### src/rtl/r_result_tx.sv
// rtl/r_result_tx.sv - result FIFO plus UART-style serializer for retired R-type results
// Optional even parity bit per byte when TX_PARITY_EN is defined.
module r_result_tx #(
    parameter int CLK_DIV = 16,
    parameter int DEPTH   = 8
) (
    input  logic        clk,
    input  logic        rst,
    input  logic        valid,
    input  logic [31:0] F,
    input  logic        ZF,
    input  logic        OF,
    output logic        tx,
    output logic        busy,
    output logic        full,
    output logic [7:0]  drop_cnt
);
    localparam int AW = $clog2(DEPTH);
    localparam int DW = $clog2(CLK_DIV);
    localparam logic [DW-1:0] DIV_LAST = DW'(CLK_DIV - 1);

`ifdef TX_PARITY_EN
    typedef enum logic [2:0] {S_IDLE, S_START, S_DATA, S_PARITY, S_STOP} state_t;
`else
    typedef enum logic [1:0] {S_IDLE, S_START, S_DATA, S_STOP} state_t;
`endif

    state_t         state_q, state_d;
    logic [33:0]    mem_q [DEPTH];
    logic [AW:0]    wr_q, rd_q;
    logic [DW-1:0]  div_q, div_d;
    logic [2:0]     bit_q, bit_d;
    logic [2:0]     byte_q, byte_d;
    logic [33:0]    hold_q, hold_d;
    logic           tx_q, tx_d;
    logic [7:0]     drop_q;
    logic           empty, full_w, push, pop, bit_done;
    logic [7:0]     cur_byte;

    assign empty    = (wr_q == rd_q);
    assign full_w   = (wr_q[AW] != rd_q[AW]) && (wr_q[AW-1:0] == rd_q[AW-1:0]);
    assign push     = valid && !full_w;
    assign bit_done = (div_q == DIV_LAST);

    assign tx       = tx_q;
    assign busy     = (state_q != S_IDLE);
    assign full     = full_w;
    assign drop_cnt = drop_q;

    // Byte 0 carries the flags; bytes 1..4 carry F most-significant first.
    function automatic logic [7:0] rec_byte(input logic [33:0] r, input logic [2:0] idx);
        case (idx)
            3'd0:    return {6'b0, r[33:32]};
            3'd1:    return r[31:24];
            3'd2:    return r[23:16];
            3'd3:    return r[15:8];
            default: return r[7:0];
        endcase
    endfunction

    always_ff @(posedge clk) begin
        if (push) mem_q[wr_q[AW-1:0]] <= {OF, ZF, F};
    end

    always_ff @(posedge clk or posedge rst) begin
        if (rst) begin
            wr_q   <= '0;
            rd_q   <= '0;
            drop_q <= '0;
        end else begin
            if (push) wr_q <= wr_q + 1'b1;
            if (pop)  rd_q <= rd_q + 1'b1;
            if (valid && full_w && drop_q != 8'hFF) drop_q <= drop_q + 8'd1;
        end
    end

    always_ff @(posedge clk or posedge rst) begin
        if (rst) begin
            state_q <= S_IDLE;
            div_q   <= '0;
            bit_q   <= '0;
            byte_q  <= '0;
            hold_q  <= '0;
            tx_q    <= 1'b1;
        end else begin
            state_q <= state_d;
            div_q   <= div_d;
            bit_q   <= bit_d;
            byte_q  <= byte_d;
            hold_q  <= hold_d;
            tx_q    <= tx_d;
        end
    end

    always_comb begin
        state_d = state_q;
        div_d   = div_q;
        bit_d   = bit_q;
        byte_d  = byte_q;
        hold_d  = hold_q;
        pop     = 1'b0;
        case (state_q)
            S_IDLE: begin
                if (!empty) begin
                    state_d = S_START;
                    hold_d  = mem_q[rd_q[AW-1:0]];
                    pop     = 1'b1;
                    div_d   = '0;
                    bit_d   = '0;
                    byte_d  = '0;
                end
            end
            S_START: begin
                div_d = bit_done ? '0 : div_q + 1'b1;
                if (bit_done) begin
                    state_d = S_DATA;
                    bit_d   = '0;
                end
            end
            S_DATA: begin
                div_d = bit_done ? '0 : div_q + 1'b1;
                if (bit_done) begin
                    if (bit_q == 3'd7) begin
`ifdef TX_PARITY_EN
                        state_d = S_PARITY;
`else
                        state_d = S_STOP;
`endif
                    end else begin
                        bit_d = bit_q + 3'd1;
                    end
                end
            end
`ifdef TX_PARITY_EN
            S_PARITY: begin
                div_d = bit_done ? '0 : div_q + 1'b1;
                if (bit_done) state_d = S_STOP;
            end
`endif
            S_STOP: begin
                div_d = bit_done ? '0 : div_q + 1'b1;
                if (bit_done) begin
                    bit_d = '0;
                    if (byte_q != 3'd4) begin
                        state_d = S_START;
                        byte_d  = byte_q + 3'd1;
                    end else if (!empty) begin
                        // Chain straight into the next record with no idle gap.
                        state_d = S_START;
                        hold_d  = mem_q[rd_q[AW-1:0]];
                        pop     = 1'b1;
                        byte_d  = '0;
                    end else begin
                        state_d = S_IDLE;
                        byte_d  = '0;
                    end
                end
            end
            default: state_d = S_IDLE;
        endcase
    end

    // tx is computed from the next state so the line comes straight off tx_q.
    always_comb begin
        cur_byte = rec_byte(hold_d, byte_d);
        tx_d     = 1'b1;
        case (state_d)
            S_START:  tx_d = 1'b0;
            S_DATA:   tx_d = cur_byte[bit_d];
`ifdef TX_PARITY_EN
            S_PARITY: tx_d = ^cur_byte;
`endif
            default:  tx_d = 1'b1;
        endcase
    end
endmodule

### config.mk
export PLATFORM = sky130hd
export DESIGN_NAME = r_result_tx
export DESIGN_NICKNAME = d
export VERILOG_FILES = /design/src/rtl/r_result_tx.sv
export SDC_FILE = /design/constraint.sdc
export NUM_CORES = 1
export LEC_CHECK = 0
export CAP_MARGIN = 25
export CORE_ASPECT_RATIO = 0.7
export CORE_UTILIZATION = 35
export DETAILED_ROUTE_END_ITERATION = 12
export PLACE_DENSITY = 0.6
export SLEW_MARGIN = 20
export SYNTH_ARGS = -nofsm -noshare
export SYNTH_HDL_FRONTEND = slang
export SYNTH_SLANG_ARGS = --single-unit
### constraint.sdc
create_clock -name clk -period 11.5 [get_ports clk]
set_clock_uncertainty 0.2 [all_clocks]
set_input_delay 1.725 -clock clk [delete_from_list [all_inputs] [get_ports clk]]
set_output_delay 1.725 -clock clk [all_outputs]
set_load 0.02 [all_outputs]
==> results.tsv, run 1 <==
metric	value	unit
DR iter-0 viols	557	
vias in the first global route	6987	
status	complete, no violations	
router iterations before antenna repair	5	
Clock power frac	27.1	%
CP arrival	2.62	ns
number of synthesis warnings	0	
clock latency on the worst-skew pair	0.58	ns
final setup fails	0	
Avg Inst Size Synth	18.87	um2
Initial Util	35.47	%
clk buf depth	3	
Setup WS pre-CTS	7.010	ns
Pint	2.569	mW
register area	9754	um2
Crit Path Max Fanout	34	
standard-cell row count	60	
Fin. Hold Viols	0	
Layout area overhead	15.19	%
GPL Wtd Cong	0.8104	
fin area	15670	um2
chip height	167.0	um
CP endpoint kind	output pin	
via count	6713	
Final ANT Viol Nets	0	
initial antenna violation count	0	
Post-Syn Area	13610	um2
dpl hpwl	16830	um
Power Dens Cells	237.4	nW/um2
GRT Residual Overflow	0	
CTS tree	yes	
FILL cells	3443	
Setup CP Type	flip-flop to output pin	
crit start category	flip-flop	
Placeable Area	38360	um2
Post-CTS Hold Fix Bufs	0	
share of layout cells above drive strength 1	18.88	%
Max Slew Vio Count	0	
CTS Root Cell	clkbuf_16	
MaxCap Viol Count	0	
post-place instance area	14690	um2
Post-route DRC	0	
cts repair resizes	0	
fin crit share	39.49	%
Via density	5.040	
peak supply drop	0.1514	mV
clk sinks	335	
worst hold slack	0.2750	ns
Post-Syn Nets	769	
Tightest Pin Transition	0.9075	ns
Clock transition at path regs	0.06	ns
ys async rst share	18.81	%
Syn Inst Count	721	
Total Routed Length	28230	um
port buffer count	47	
Post-synth EDFFs	272	
Leak Pwr	5.305	nW
Sw Pwr	1.152	mW
combinational power share	27.6	%
min-delay worst type	flip-flop to flip-flop	
Final WS setup	6.959	ns
CP Data Required Time	9.58	ns
die width	237.7	um
first-pass GRT wire length	44070	um
largest net degree at the start of global routing	64	
RSZ-0062 raised after global routing	false	
cts bufs inserted	31	
antenna diode count	0	
post-synthesis sequential area ratio	71.62	%
area of the multi-input gates	3583	um2
Post-synth top flop	edfxtp_1	
Switching Share	30.95	%
Final min period	4.541	ns
register share of total power	45.4	%
synth unique cells	63	
WL/cell	21.20	um
H-tree Lvls	1	
Synth Register Bits	335	
FMAX	220.2	MHz
Total GRT Usage	14.65	%
Slew headroom	39.30	%
I/O Pins	48	
die footprint	39680	um2
Sum Neg Setup Slack	0	ns
NumNets Final	828	
# Post-CTS Setup Buffers	0	
## logic make-up (layout without fill, tap and decap cells)
family	count (synthesis)	count (layout)	synth area share, %
and+or+nand+nor	95	95	3.669
xor gates and xnor gates	19	19	1.637
AOI/OAI and AO/OA	87	87	5.398
buffers and inverters	66	150	2.446
adders and majority gates	11	11	1.011
muxes	108	108	14.22
DFF	335	335	71.62
## per-layer routing
layer | GRT usage, % | up-vias | part of all wire, %
li1 | - | 3024 | -
met1 | 22.98 | 3502 | 51
met2 | 20.89 | 156 | 43
met3 | 3.100 | 31 | 4.6
met4 | 2.777 | 0 | 1.5
met5 | 0 | - | 0
## synthesized netlist by cell type, types with 3 or more instances
cell,number,area (um2)
mux2i_1,38,380.4
inv_1,30,112.6
xnor2_1,10,87.58
and4_1,3,26.28
nand3_1,5,25.02
o21ai_0,12,60.06
nor2_1,19,71.32
and2_1,5,31.28
and3_1,7,43.79
or3_1,3,18.77
buf_6,4,45.04
clkbuf_1,5,18.77
nand2b_1,7,43.79
mux4_2,68,1531
edfxtp_1,272,8168
buf_2,14,70.07
o32a_1,3,30.03
o32ai_1,16,140.1
a21oi_1,8,40.04
o2bb2ai_1,13,113.9
xnor2_4,3,82.58
dfrtp_1,62,1551
nand2_1,29,108.9
a31oi_1,3,18.77
buf_4,10,75.07
a22oi_1,3,22.52
xor2_1,6,52.55
ha_1,11,137.6
nor3_1,6,30.03
## critical path: stages, from the launching register on
cell	delay, ns
dfrtp_4	0.94
xnor2_4	0.19
nand3_1	0.09
nor2_1	0.17
clkdlybuf4s50_1	0.64
## power groups by stage
stage               clock network [mW]  logic, mW  registers, mW
floorplan                            0      0.821           1.62
global placement                     0       1.02           1.71
detailed placement                   0       1.04           1.72
CTS                               1.03       1.05           1.69
global route                      1.08       1.11           1.71
finish                            1.01       1.03           1.69
## state kept, by name, summed over array words and instances, names as in the netlist
signal	flops
hold_q	34
wr_q	4
bit_q	3
byte_q	3
state_q	2
div_q	4
drop_cnt	8
tx	1
mem_q	272
rd_q	4
## through the flow
stage / util (%) / cells / power, mW
final: 40.86 / 1332 / 3.721
after floorplan: - / 721 / 2.442
after global placement: 38.27 / 1273 / 2.736
after global routing: 40.86 / 1332 / 3.908
after CTS: 40.86 / 1332 / 3.776
after detailed placement: 38.29 / 1274 / 2.761
## cell usage in the layout (no fill, tap or decap), types with 10 or more instances in the layout
| cell type | instances |
|---|---|
| xnor2_1 | 10 |
| o21ai_0 | 12 |
| mux4_2 | 68 |
| nor2_1 | 13 |
| clkbuf_16 | 31 |
| clkdlybuf4s50_1 | 47 |
| dfrtp_1 | 59 |
| edfxtp_1 | 272 |
| buf_4 | 14 |
| o32ai_1 | 16 |
| inv_1 | 29 |
| mux2i_1 | 38 |
| clkbuf_1 | 10 |
| ha_1 | 11 |
| o2bb2ai_1 | 13 |
| nand2_1 | 29 |
## final timing paths
check | slack (ns) | cells past startpoint | startpoint | end
max | 6.96 | 4 | rd_q[0] | full
min | 0.28 | 2 | hold_q[4] | hold_q[4]
max reg2reg | 7.55 | 9 | rd_q[0] | tx
min reg2reg | 0.28 | 2 | hold_q[4] | hold_q[4]
max in group asynchronous | 8.98 | 3 | rst | rd_q[0]
min in group asynchronous | 1.50 | 3 | rst | div_q[1]
## area by class of cell
class	count	area share, %
clock inverters	17	1.094
well taps	527	4.207
flip-flops and latches	335	62.23
repair buffers	61	3.672
inverters	31	0.7424
clock buffers	41	5.189
multi-input cells	320	22.86
Power figures use the tool's default switching activity.
==> run 2: changes to the inputs <==
- PLACE_DENSITY: 0.6 -> 0.61
- clock period: 11.5 -> 4.05 ns (I/O delays scaled with it)
==> run 2 against run 1 <==
Against the previous run: design area increased by 1.4%; register-to-register slack worse by 7.0 ns; combinational power grew to 3.1 times the previous value; power grew to 2.9 times the previous value; wire length is 1.3% lower; sequential power grew to 2.7 times the previous value; critical path depth rose by 7; cell count is 0.75% higher; non-clock buffer count rose by 10; via count rose by 1.2%; worst setup slack worse by 6.4 ns; die area is the same; critical path type is now flip-flop to flip-flop; largest power group unchanged; highest routed layer unchanged.
==> results.tsv, run 2 (synthesis results as in run 1) <==
metric	value	unit	change
chip height	167.0	um	unchanged
Post-route DRC	0		unchanged
CP Data Required Time	4.37	ns	was 9.58 ns
CTS tree	yes		unchanged
Setup CP Type	flip-flop to flip-flop		was flip-flop to output pin
CP arrival	3.81	ns	was 2.62 ns
clk buf depth	3		unchanged
Sum Neg Setup Slack	0	ns	unchanged
NumNets Final	838		was 828
Post-CTS Hold Fix Bufs	0		unchanged
combinational power share	29.3	%	was 27.6%
fin crit share	86.25	%	
I/O Pins	48		unchanged
Via density	5.064		was 5.040
Tightest Pin Transition	0.8726	ns	was 0.9075 ns
peak supply drop	0.6766	mV	was 0.1514 mV
standard-cell row count	60		unchanged
FMAX	286.3	MHz	
Worst R2R Start	state_q[0]		was rd_q[0]
final setup fails	0		unchanged
Fin. Hold Viols	0		unchanged
Layout area overhead	16.85	%	was 15.19%
length in cells of the worst reg-to-reg path	11		was 9
min-delay worst type	input port to asynchronous set/reset pin		was flip-flop to flip-flop
first-pass GRT wire length	43340	um	was 44070 um
cts repair resizes	0		unchanged
Placeable Area	38360	um2	unchanged
die footprint	39680	um2	unchanged
Total Routed Length	27860	um	was 28230 um
CP endpoint kind	flip-flop		was output pin
most frequent cells in the layout	272 x edfxtp_1, 68 x mux4_2, 59 x dfrtp_1, 47 x clkdlybuf4s50_1, 38 x mux2i_1		unchanged
Initial Util	35.47	%	unchanged
GRT Residual Overflow	0		unchanged
Leak Pwr	5.419	nW	was 5.305 nW
CTS Root Cell	clkbuf_16		unchanged
crit start category	flip-flop		unchanged
cts bufs inserted	31		unchanged
WL/cell	20.76	um	was 21.20 um
die width	237.7	um	unchanged
Final ANT Viol Nets	0		unchanged
Final Core Density	41.45	%	was 40.86%
clk sinks	335		unchanged
Crit Path Max Fanout	10		was 34
register share of total power	42.5	%	was 45.4%
max reg flops	272		unchanged
largest net degree at the start of global routing	72		was 64
Slew headroom	41.64	%	was 39.30%
Total GRT Usage	14.39	%	was 14.65%
Setup WS pre-CTS	0.5855	ns	was 7.010 ns
Pint	7.538	mW	was 2.569 mW
initial antenna violation count	1		was 0
DR iter-0 viols	536		was 557
most common cell after layout, fill and taps aside	edfxtp_1		unchanged
Max Slew Vio Count	0		unchanged
antenna diode count	0		unchanged
RSZ-0062 raised after global routing	false		unchanged
Worst Setup SP	state_q[0]		was rd_q[0]
Switching Share	30.53	%	was 30.95%
status	complete, no violations		unchanged
Clock power frac	28.2	%	was 27.1%
router iterations before antenna repair	7		was 5
Sw Pwr	3.312	mW	was 1.152 mW
fin area	15900	um2	was 15670 um2
# Post-CTS Setup Buffers	0		unchanged
H-tree Lvls	1		unchanged
post-place instance area	14800	um2	was 14690 um2
GPL Wtd Cong	0.8320		was 0.8104
share of layout cells above drive strength 1	20.49	%	was 18.88%
via count	6796		was 6713
vias in the first global route	6987		unchanged
clock latency on the worst-skew pair	0.59	ns	was 0.58 ns
port buffer count	47		unchanged
dpl hpwl	16260	um	was 16830 um
Power Dens Cells	682.4	nW/um2	was 237.4 nW/um2
Final WS setup	0.5567	ns	was 6.959 ns
MaxCap Viol Count	0		unchanged
Final min period	3.493	ns	
total power	10.85	mW	was 3.721 mW
Clock transition at path regs	0.06	ns	about the same
run 2: cell count changes in the layout (fill, tap and decap cells not counted), sizes merged:
| cell | change |
|---|---|
| buf | +9 |
| bufinv | +2 |
| clkbuf | +1 |
| clkinv | -2 |
run 2: stage by stage:
step / hold WS [ns] / std cells
after floorplan: 0.2330 / 721
after global placement: 0.2608 / 1282
after detailed placement: 0.2637 / 1282
after CTS: 0.2788 / 1340
after global routing: 0.07671 / 1342
final: 0.08241 / 1342
run 2: final timing paths:
kind | endpoint | slack (ns)
max reg2reg | tx | 0.56
min reg2reg | hold_q[4] | 0.28
max in group asynchronous | hold_q[21] | 2.86
min in group clk | hold_q[4] | 0.28
max | tx | 0.56
min | drop_cnt[0] | 0.08
run 2: area by class of cell:
type,instances,area (um2)
Multi-Input combinational cell,320,3596
Tap cell,527,659.4
Sequential cell,335,9754
Timing Repair Buffer,71,706.9
Inverter,31,116.4
Clock inverter,17,224.0
Fill cell,3409,22460
Clock buffer,41,843.3
run 2: power by group through the flow:
| stage | sequential (mW) | clock, mW | combinational (mW) |
|---|---|---|---|
| floorplan | 4.60 | 0 | 2.34 |
| CTS | 4.62 | 3.13 | 3.24 |
| finish | 4.62 | 3.06 | 3.18 |
| global placement | 4.67 | 0 | 3.20 |
| detailed placement | 4.69 | 0 | 3.23 |
| global route | 4.67 | 3.26 | 3.44 |
run 2: layer usage:
metal  GRT usage, %  share of wire [%]
met5              0                  0
met1          22.00                 50
met4          2.973                1.6
met2          21.35                 45
met3          2.619                4.0
run 2: worst max-delay path: stages, from the launching register on:
cell and delay [ns]:
dfrtp_1 0.39, inv_1 0.10, ha_1 0.51, and4b_1 0.27, a32oi_1 0.32, o311ai_4 0.26
nor2_1 0.41, a22o_1 0.21, a211o_1 0.11, a31oi_1 0.07, or4b_1 0.48, nand3_1 0.10
